$ cat src/rtl/approx_mul_share_ctrl.sv
// Round-robin controller time-sharing one 8x8 multiplier core among N_REQ requesters.
// Operands are registered into the core; products are captured one cycle later into per-requester buffers.
module approx_mul_share_ctrl #(
  parameter int unsigned N_REQ = 4
) (
  input  logic                  clk,
  input  logic                  rst_n,
  input  logic [N_REQ-1:0]      req_valid,
  output logic [N_REQ-1:0]      req_ready,
  input  logic [8*N_REQ-1:0]    req_x,
  input  logic [8*N_REQ-1:0]    req_y,
  output logic [N_REQ-1:0]      resp_valid,
  input  logic [N_REQ-1:0]      resp_ready,
  output logic [16*N_REQ-1:0]   resp_z,
  output logic [7:0]            mul_x,
  output logic [7:0]            mul_y,
  input  logic [15:0]           mul_z,
  output logic                  busy,
  output logic [15:0]           issue_count
);

  localparam int unsigned DW  = 8;
  localparam int unsigned PW  = 16;
  localparam int unsigned IDW = (N_REQ > 1) ? $clog2(N_REQ) : 1;

  logic [N_REQ-1:0] pending;
  logic [IDW-1:0]   ptr;
  logic             iss_v;
  logic [IDW-1:0]   iss_id;
  logic [DW-1:0]    iss_x;
  logic [DW-1:0]    iss_y;

  logic [N_REQ-1:0] eligible;
  logic             gnt_v;
  logic [IDW-1:0]   gnt_id;
  logic [IDW-1:0]   scan_idx;
  logic [N_REQ-1:0] cap_mask;
  logic [N_REQ-1:0] resp_hs;

  assign eligible = req_valid & ~pending;
  assign resp_hs  = resp_valid & resp_ready;

  // Round-robin search over eligible requesters starting at ptr.
  always_comb begin
    gnt_v     = 1'b0;
    gnt_id    = '0;
    scan_idx  = '0;
    req_ready = '0;
    for (int unsigned k = 0; k < N_REQ; k++) begin
      scan_idx = IDW'((32'(ptr) + k) % N_REQ);
      if (!gnt_v && eligible[scan_idx]) begin
        gnt_v  = 1'b1;
        gnt_id = scan_idx;
      end
    end
    if (gnt_v) begin
      req_ready = N_REQ'(1) << gnt_id;
    end
  end

  always_comb begin
    cap_mask = '0;
    if (iss_v) begin
      cap_mask = N_REQ'(1) << iss_id;
    end
  end

  // Arbitration pointer, pending bits and grant counter.
  always_ff @(posedge clk or negedge rst_n) begin
    if (!rst_n) begin
      ptr         <= '0;
      pending     <= '0;
      issue_count <= '0;
    end else begin
      pending <= (pending & ~resp_hs) | req_ready;
      if (gnt_v) begin
        ptr         <= (gnt_id == IDW'(N_REQ - 1)) ? '0 : gnt_id + IDW'(1);
        issue_count <= issue_count + 16'd1;
      end
    end
  end

  // Issue register feeding the multiplier core.
  always_ff @(posedge clk or negedge rst_n) begin
    if (!rst_n) begin
      iss_v  <= 1'b0;
      iss_id <= '0;
      iss_x  <= '0;
      iss_y  <= '0;
    end else begin
      iss_v <= gnt_v;
      if (gnt_v) begin
        iss_id <= gnt_id;
        iss_x  <= req_x[DW*32'(gnt_id) +: DW];
        iss_y  <= req_y[DW*32'(gnt_id) +: DW];
      end
    end
  end

  // Result buffers: pending guarantees the target slot is empty on capture.
  always_ff @(posedge clk or negedge rst_n) begin
    if (!rst_n) begin
      resp_valid <= '0;
      resp_z     <= '0;
    end else begin
      resp_valid <= (resp_valid & ~resp_hs) | cap_mask;
      if (iss_v) begin
        resp_z[PW*32'(iss_id) +: PW] <= mul_z;
      end
    end
  end

  assign mul_x = iss_x;
  assign mul_y = iss_y;
  assign busy  = |pending;

endmodule
$ cat config.mk
export PLATFORM = sky130hd
export DESIGN_NAME = approx_mul_share_ctrl
export DESIGN_NICKNAME = d
export VERILOG_FILES = /design/src/rtl/approx_mul_share_ctrl.sv
export SDC_FILE = /design/constraint.sdc
export NUM_CORES = 1
export LEC_CHECK = 0
export ABC_AREA = 1
export CAP_MARGIN = 20
export CORE_ASPECT_RATIO = 0.9
export CORE_MARGIN = 5
export CORE_UTILIZATION = 46
export CTS_CLUSTER_DIAMETER = 200
export DETAILED_ROUTE_END_ITERATION = 16
export PLACE_DENSITY = 0.89
export SLEW_MARGIN = 20
export SYNTH_ARGS = -nofsm -noshare
export SYNTH_HDL_FRONTEND = slang
export SYNTH_SLANG_ARGS = --single-unit
$ cat constraint.sdc
create_clock -name clk -period 2.63 [get_ports clk]
set_input_delay 0.6575 -clock clk [delete_from_list [all_inputs] [get_ports clk]]
set_output_delay 0.6575 -clock clk [all_outputs]
set_load 0.03 [all_outputs]
Word level (Yosys, flattened, before mapping):

Cells that the tools add are included.

* $lt $le $gt $ge: 4
* $mul: 0
* divide/modulo/power cells: 0
* equal/unequal tests: 1
* $add $sub $neg: 6
* shift operators: 6
* reductions and logical operators: 7
* multiplexer cells: 20
* bitwise gates (word level): 8

Operator list (count)
* $bwmux W64: 1
* $shift A16 B34 Y64 const A: 1
* $shiftx A16 B34 Y64: 1
* $shiftx A32 B6 Y8: 2
* $neg A6 Y34: 1
* $add A16 B1 Y16 const B: 1
* $and A4 B4 Y4: 4
* $lt A2 B3 Y1 const B: 4
* $mux W2: 5
* $bmux W1 S2: 4
* $mux W1: 8
* $mux W4: 2
* $not A4 Y4: 2
* $or A4 B4 Y4: 2
* $shl A1 B2 Y4 const A: 2
* $add A2 B1 Y2 const B: 2
* $add A2 B2 Y2 const B: 2
* $reduce_or A4 Y1: 1
* $logic_and A1 B1 Y1: 3
* $logic_not A1 Y1: 3
* $eq A2 B2 Y1 const B: 1

* memories kept: 0
* bits in read-only memories: 0
* memory bits (writable): 0
* latch bits: 0
* input bits: 90
* logic and storage cells: 61
* bits in registers: 109

Logic depth before layout (Yosys ltp):

Gate-level depths: netlist (run 1).

* word-level depth: 17
* gate-level depth with buffers: 16
* mapped depth without buffers: 14

Worst setup path after synthesis (run 1):

No wires, ideal clock.

* path type: input to output
* start: in req_valid[3]
* end: out req_ready[3]
* required time: 1972 ps
* setup slack: -52 ps
* arrival time: 2024 ps
* stages: 9
* path through: nand3_1 > nand3_1 > nand2_2 > nand4_1 > nand3_1 > buf_2 > ha_1 > inv_1 > nor2_1

* cells in the longest elaborated chain, start to end: 15

Ends and longest elaborated chain
* start, declared: line 8 `input logic [N_REQ-1:0] req_valid,`
* $and A4 B4 Y4 *: line 40 `assign eligible = req_valid & ~pending;`
* $bmux W1 S2: line 51 `if (!gnt_v && eligible[scan_idx]) begin`
* $mux W1 (implied by the code): line 51
* $mux W1: line 51
* $logic_not A1 Y1: line 51
* $logic_and A1 B1 Y1: line 51
* $mux W1: line 51
* $logic_not A1 Y1: line 51
* $logic_and A1 B1 Y1: line 51
* $mux W1: line 51
* $logic_not A1 Y1: line 51
* $logic_and A1 B1 Y1: line 51
* $mux W2: line 51
* $shl A1 B2 Y4: line 57 `req_ready = N_REQ'(1) << gnt_id;`
* $mux W4 *: line 56 `if (gnt_v) begin`
* end, declared: line 9 `output logic [N_REQ-1:0] req_ready,`

Every way passes the cells marked *; elsewhere a longest branch is shown, timed or not. The select of a mux whose other input is x is not followed.

Worst setup path in the final report (run 1):

* start: reg ptr[0]
* end: out req_ready[0]

* cells in the longest elaborated chain, start to end: 14

Ends and longest elaborated chain
* start, declared: line 27 `logic [IDW-1:0] ptr;`
* start signal, assigned: line 77 `ptr <= (gnt_id == IDW'(N_REQ - 1)) ? '0 : gnt_id + IDW'(1);`
* parallel branches: the longest is 13 deep, another holds $add A2 B1 Y2
* $mux W4 *: line 56

Mark *: on every way between the ends. The select of a mux whose other input is x is not followed.

==> impl_summary.txt, run 1 <==
----------------------------------------------------
[Final layout]
  Final #Nets ... 996
  Area Growth Syn to Fin ... 51.3%
  Share of final-layout standard cells stronger than drive strength 1 ... 12.8%
  Most frequent cells in the layout ... 188 x nand2_1, 185 x clkdlybuf4s50_1, 107 x dfrtp_1
  Most common cell after layout, fill and taps aside ... nand2_1
  Number of antenna cells inserted ... 0
  Post-route design area ... 0.00834 sq mm

[Global routing]
  Met3 usage in global routing ... 4.49%
  Maximum number of pins on one net before global-route repair ... 49
  Gr ovfl total ... 0
  Antenna violations before repair ... 0
  Fraction of met2 tracks used by global routing ... a little under two fifths
  First-pass GRT wire length ... ~27000 um
  Global Route met1 Usage ... 31.8%
  Overall fraction of global-route tracks in use ... 23.3%
  Most used routing layer ... met2
  Vias in the first global route ... 5109

[Logic synthesis]
  Average size of a mapped cell ... roughly 8.1 sq um
  Netlist area before placement ... 0.00551 sq mm
  Gate count after technology mapping ... 684
  Total nets after synthesis ... 781
  Synth area leaders ... dfrtp_1 49%, nand2_1 14%, inv_1 6.1%
  Part of the Yosys area used for sequential elements ... 49.5%
  Count of warnings emitted by yosys ... 0
  Count of distinct cell types in the synthesized netlist ... 34
  Synth Register Bits ... 109
  Proportion of netlist area held by the largest area contributor ... 49.5%
  Library cell with the largest summed area after synthesis ... dfrtp_1

[Worst setup path]
  Worst Setup Start Kind ... register
  Max FO, Critical Path ... 4
  Worst setup EP type ... output pin
  Family of cells with the greatest summed delay on the critical path ... simple AND/OR/NAND/NOR gates
  Destination of the worst register-to-register timing path ... mul_x[3]$_DFFE_PN0P_
  WP depth ... 12
  Worst setup path start ... ptr[0]$_DFFE_PN0P_
  Buf+Inv Stages, Crit Path ... 4
  Crit path arrival time ... between 2 and 2.5 ns
  Start of the worst register-to-register path ... ptr[0]$_DFFE_PN0P_
  Cells traversed along the worst timing path ... buf_6 > nand3_4 > nand2_4 > nand2_2 > nand2_2 > nand2_4 > nand3_2 > nand3_4 > inv_4 > buf_4 > nor3_4 > buf_6
  Data required time at the worst endpoint ... about 2.0 ns
  Critical Path Slowest Stage Cell ... dfrtp_2
  Worst Reg-to-Reg Cells ... 15
  CP Capture Point ... req_ready[0]
  Crit path kind ... register to output pin
  CP max stage delay ... roughly 0.46 ns
  Register-to-register setup slack ... 0.39 ns

[Pwr]
  Leak pwr ... 3.91 nW
  Overall power consumption ... 12.8 mW
  IR drop worst, VDD ... 956 uV
  Power per cell area ... ~1500 mW/mm^2

[Floorplanning]
  Chip width ... ~130 um
  Core Area ... approximately 0.012 sq mm
  Area of the die ... 0.0143 sq mm
  Initial core utilization ... 46.4%
  Die boundary height ... 114 um
  Top-Level Pins ... 195
  Row cnt ... 38

[Clock network]
  Buffers from clock root to sink, at most ... 2
  TritonCTS clock tree ... yes
  CTS root buffer ... clkbuf_16
  H-tree level count ... 3
  Worst-Skew Late Latency ... 0.35 ns
  Count of hold-fix buffers inserted at cts ... 0
  Number of buffers inserted during clock tree synthesis ... 9
  Clock input transition at the sequential cells of the worst setup and hold paths ... 0.07 ns
  Clock Sink Count ... ~110

[Routing]
  Number of remaining DRC errors ... 0
  Number of violations reported at the end of detailed-routing iteration 0 ... 448
  Vias per inst ... 5.17
  Via count ... 5503
  Wirelength, routed ... 17000 um
  Antenna-violating nets left ... 0
  Routed wirelength normalized by instance count ... roughly 16 um
  First-pass DRT Iterations ... 7

[Placement]
  Placed instance area ... 0.00771 sq mm
  Final weighted congestion of routability-driven global placement ... around 0.95
  Number of port buffers ... 194
  Post-detailed-placement half-perimeter wirelength ... 12800 um

[Outcome]
  Result of the run ... finished, violations left
  Failing checks ... negative setup slack

[Timing]
  Final Max Slew Viols ... 0
  Peak clock frequency supported by timing ... 365 MHz
  Worst-Margin Slew ... 0.934 ns
  Setup repair after global routing missed its margin ... true
  Final clock period utilization by the worst path ... 104%
  Worst clock skew ... 0.00723 ns
  Setup-violating endpoint count in the final report ... 4
  Max transition margin ... 37.7%
  Number of hold violations in the final report ... 0
  Post-layout min period ... 2.74 ns
  Final setup margin ... -0.111 ns

[Run]
  Max-cap violations ... 0

[Min path]
  Classification of the worst-slack hold path ... primary input to asynchronous set/reset pin

----------------------------------------------------
[power by group]
part	internal (mW)	switching (mW)
clock network	0.773	0.620
logic	3.34	5.14
registers	2.42	0.490
[logic make-up (layout without fill, tap and decap cells)]
kind of cell	Yosys count	count (layout)	synth area share (%)
compound gates	94	94	10.3
xor+xnor	12	12	1.91
fa+ha+maj	7	7	1.59
buf+inv	128	348	9.62
flops	109	109	49.5
simple gates	334	334	27.2
[synthesized netlist by cell type]
cell type  number
a21oi_1         5
a22oi_1         1
and2_1          1
buf_2          14
buf_4           2
buf_6           3
clkbuf_1       16
clkinv_1        1
dfrtp_1       109
ha_1            7
inv_1          89
inv_2           2
inv_4           1
nand2_1       200
nand2_2         4
nand2_4         1
nand3_1        65
nand3_2         3
nand3_4         1
nand4_1        25
nand4_4         1
nor2_1         21
nor2_2          1
nor2_4          1
nor3_1          4
nor4_1          3
o211ai_1       12
o21ai_0        56
o31ai_1        10
o41ai_1        10
or2_1           1
or2_2           2
xnor2_1         6
xor2_1          6
[through the flow]
stage          hold WS (ns)  util [%]  setup slack [ns]  std cells  setup TNS, ns
6_report              0.232      70.2            -0.111       1064         -0.375
5_1_grt               0.246      70.2            -0.234       1064         -0.810
4_1_cts               0.235      68.9           -0.0900       1059         -0.244
3_5_place_dp          0.465      64.9            -0.413       1032          -3.72
3_3_place_gp          0.461      64.9            -0.347       1032          -2.63
2_1_floorplan         0.362         -            0.0600        684              0
[routing by layer]
| metal | wire length (um) | vias up |
|---|---|---|
| met5 | 0 | - |
| met4 | 492 | 0 |
| met3 | 923 | 37 |
| met2 | 8330 | 203 |
| met1 | 7300 | 2596 |
| li1 | - | 2667 |
[state kept, by name, summed over array words and instances (netlist names)]
signal and flops:
resp_valid 4, iss_id 2, issue_count 16, ptr 2, iss_v 1, mul_y 8
mul_x 8, resp_z 64, pending 4
[worst register-to-register path, stage by stage, from the launching register on]
cell and delay, ns:
dfrtp_2 0.46, buf_6 0.16, nand3_4 0.10, nand2_4 0.06
nand2_2 0.08, nand2_2 0.09, nand2_4 0.09, nand3_2 0.11
nand3_4 0.13, buf_4 0.13, buf_4 0.34, nand2_1 0.14
nand3_1 0.10, nand2_1 0.05, nand2_1 0.06, nand2_1 0.05
[how the worst min path moves through the flow]
| stage | slack [ns] | start | end | cells after the start |
|---|---|---|---|---|
| 2_1_floorplan | 0.36 | rst_n | iss_id[0]$_DFFE_PN0P_ | 0 |
| 3_3_place_gp | 0.46 | mul_x[4]$_DFFE_PN0P_ | mul_x[4]$_DFFE_PN0P_ | 2 |
| 3_5_place_dp | 0.47 | mul_x[7]$_DFFE_PN0P_ | mul_x[7]$_DFFE_PN0P_ | 2 |
| 4_1_cts | 0.23 | rst_n | resp_z[7]$_DFFE_PN0P_ | 1 |
| 5_1_grt | 0.25 | rst_n | resp_z[39]$_DFFE_PN0P_ | 1 |
| 6_report | 0.23 | rst_n | resp_z[39]$_DFFE_PN0P_ | 1 |
[what timing repair did]
| action | in CTS | in global routing |
|---|---|---|
| resized for setup | 28 | 30 |
| setup buffers | 11 | 5 |
| pin swaps | 12 | 17 |
| cloned | 0 | 0 |
| setup endpoints to repair | 4 | 4 |
[final cells by class]
class                      count  area (sq um)
clock buffer                  10           239
clock inverter                 6          70.1
fill                         900          3540
inverter                      93           359
multi-input combinational    447          2430
sequential                   109          2730
tap                          160           200
timing repair buffer         239          2320
Note: power is estimated with default switching activity, not from simulation.
==> run 2, diff against run 1 <==
Settings changed: SETUP_SLACK_MARGIN from default to 0.15.
==> impl_summary.txt, run 2 (same netlist as run 1, synthesis figures left out) <==
----------------------------------------------------
[Pwr]
  Sequential share of power ... a little under a quarter
  Cell-internal power ... approximately 6.6 mW
  Clock group share of total power ... 11.4%
  Leak pwr ... between 3 and 4 nW
  Power dissipated by switching net loads ... 6.35 mW
  Relative contribution of combinational cells to total power ... 66.0%
  Power per cell area ... 1540 mW/mm^2
  Fraction of power spent switching nets ... 49.2%
  IR drop worst, VDD ... between 1000 and 1500 uV

[Floorplanning]
  Top-Level Pins ... 195
  Chip width ... 125 um
  Core Area ... 0.0119 sq mm
  Initial core utilization ... 46.4%
  Die boundary height ... ~110 um
  Row cnt ... 38
  Area of the die ... 0.0143 sq mm

[Worst setup path]
  Crit path kind ... register to output pin
  Worst Setup Start Kind ... register
  Worst setup EP type ... output pin
  Crit path arrival time ... 2.18 ns
  Data required time at the worst endpoint ... between 1.5 and 2 ns
  Max FO, Critical Path ... 8

[Timing]
  Setup-violating endpoint count in the final report ... 4
  Max transition margin ... roughly two fifths
  Worst clock skew ... approximately 0.0058 ns
  Setup repair after global routing missed its margin ... true
  Final clock period utilization by the worst path ... 108%
  Hold Worst Slack ... 0.382 ns
  Number of hold violations in the final report ... 0
  Worst-Margin Slew ... ~0.91 ns
  Peak clock frequency supported by timing ... between 300 and 400 MHz
  Final Max Slew Viols ... 0
  Final setup margin ... -0.210 ns
  Post-layout min period ... about 2.8 ns

[Min path]
  Classification of the worst-slack hold path ... primary input to asynchronous set/reset pin

[Final layout]
  Share of final-layout standard cells stronger than drive strength 1 ... 12.1%
  Register with the highest flop count ... resp_z
  Final non-filler cell total ... 1058
  Area Growth Syn to Fin ... 51.8%
  Number of inserted filler cells in the final layout ... ~870
  Most frequent cells in the layout ... 191 x nand2_1, 184 x clkdlybuf4s50_1, 107 x dfrtp_1
  Final #Nets ... just under 1000
  Number of flip-flops in the largest register ... 64
  Registers with the most flip-flops ... resp_z (64), issue_count (16)
  Most common cell after layout, fill and taps aside ... nand2_1
  Number of antenna cells inserted ... 0

[Placement]
  Post-detailed-placement half-perimeter wirelength ... 12800 um
  Number of port buffers ... 194
  Final weighted congestion of routability-driven global placement ... 0.913
  Placed cells ... 1028

[Global routing]
  Overall fraction of global-route tracks in use ... 23.8%
  Antenna violations before repair ... 0
  Gr ovfl total ... 0
  Maximum number of pins on one net before global-route repair ... 61
  Vias in the first global route ... 5234
  First-pass GRT wire length ... 27200 um

[Routing]
  First-pass DRT Iterations ... 5
  Via count ... 5491
  Number of remaining DRC errors ... 0
  Number of violations reported at the end of detailed-routing iteration 0 ... 445
  Vias per inst ... 5.19
  Wirelength, routed ... 17700 um
  Antenna-violating nets left ... 0
  Routed wirelength normalized by instance count ... between 15 and 20 um

[Clock network]
  Count of hold-fix buffers inserted at cts ... 0
  TritonCTS clock tree ... yes
  Worst-Skew Late Latency ... approximately 0.34 ns
  Number of buffers inserted during clock tree synthesis ... 9
  Buffers from clock root to sink, at most ... 2
  H-tree level count ... 3
  CTS root buffer ... clkbuf_16
  Clock input transition at the sequential cells of the worst setup and hold paths ... about 0.07 ns
  Clock Sink Count ... 109

[Run]
  Max-cap violations ... 0

[Outcome]
  Result of the run ... finished, violations left
  Failing checks ... negative setup slack

----------------------------------------------------
run 2: cell count changes in the layout (fill, tap and decap cells not counted), moves of 3 or more:
cell     before  now
buf_6         8   11
nand2_1     188  191
nand3_4       5    8
nand2_2      13    7
buf_4        40   31
nand2_4       4    7
run 2: power groups by stage:
stage	sequential, mW	combinational [mW]	clock, mW
after floorplan	4.04	3.77	0
after global placement	2.90	7.48	0
after detailed placement	2.93	7.65	0
after CTS	2.92	8.13	1.49
after global routing	3.02	9.17	1.55
final	2.92	8.53	1.47
run 2: final timing paths:
kind | start | endpoint | slack, ns | cells after the start
hold / removal | rst_n | resp_z[22]$_DFFE_PN0P_ | 0.38 | 1
setup / recovery | ptr[0]$_DFFE_PN0P_ | req_ready[3] | -0.21 | 13
min in group clk | resp_z[5]$_DFFE_PN0P_ | resp_z[5]$_DFFE_PN0P_ | 0.48 | 2
hold reg to reg | resp_z[5]$_DFFE_PN0P_ | resp_z[5]$_DFFE_PN0P_ | 0.48 | 2
max in group asynchronous | rst_n | mul_x[7]$_DFFE_PN0P_ | 1.56 | 2
setup reg to reg | ptr[0]$_DFFE_PN0P_ | mul_y[3]$_DFFE_PN0P_ | 0.33 | 11
run 2: repair_timing:
action,4_1_cts,5_1_grt
pin swaps,15,9
resized for setup,46,20
buffers inserted,9,5
hold endpoints to repair,0,0
endpoints found under the setup margin,4,6
run 2: final cells by class:
class	instances	area [sq um]	share of cell area (%)
Multi-Input combinational cell	447	2470	29.5
Inverter	93	359	4.29
Tap cell	160	200	2.39
Clock inverter	4	70.1	0.837
Clock buffer	12	256	3.06
Sequential cell	109	2730	32.6
Timing Repair Buffer	233	2290	27.3
run 2: critical path, cell delays in order, from the launching register on:
cell	delay (ns)
dfrtp_2	0.50
buf_4	0.16
nand3_2	0.13
nand2_4	0.12
nand2_2	0.07
nand2_2	0.11
nand2_4	0.08
nand3_4	0.10
nand3_4	0.11
inv_4	0.09
ha_4	0.12
inv_2	0.04
nor2_4	0.09
buf_6	0.14
run 2: metrics by stage:
step / setup TNS, ns / power (mW) / cell area (sq um) / setup slack, ns / utilization (%)
global placement: -2.03 / 10.4 / 7690 / -0.334 / 64.7
CTS: -0.303 / 12.5 / 8240 / -0.104 / 69.3
detailed placement: -3.13 / 10.6 / 7690 / -0.426 / 64.7
floorplan: 0 / 7.82 / 5520 / 0.0600 / -
global route: -0.964 / 13.7 / 8370 / -0.291 / 70.4
finish: -0.665 / 12.9 / 8370 / -0.210 / 70.4
run 2: metal layers:
layer / track usage (%) / routed length (um)
met1: 31.7 / 7340
met2: 39.7 / 8900
met3: 4.21 / 957
met4: 8.16 / 524
met5: 0 / 0
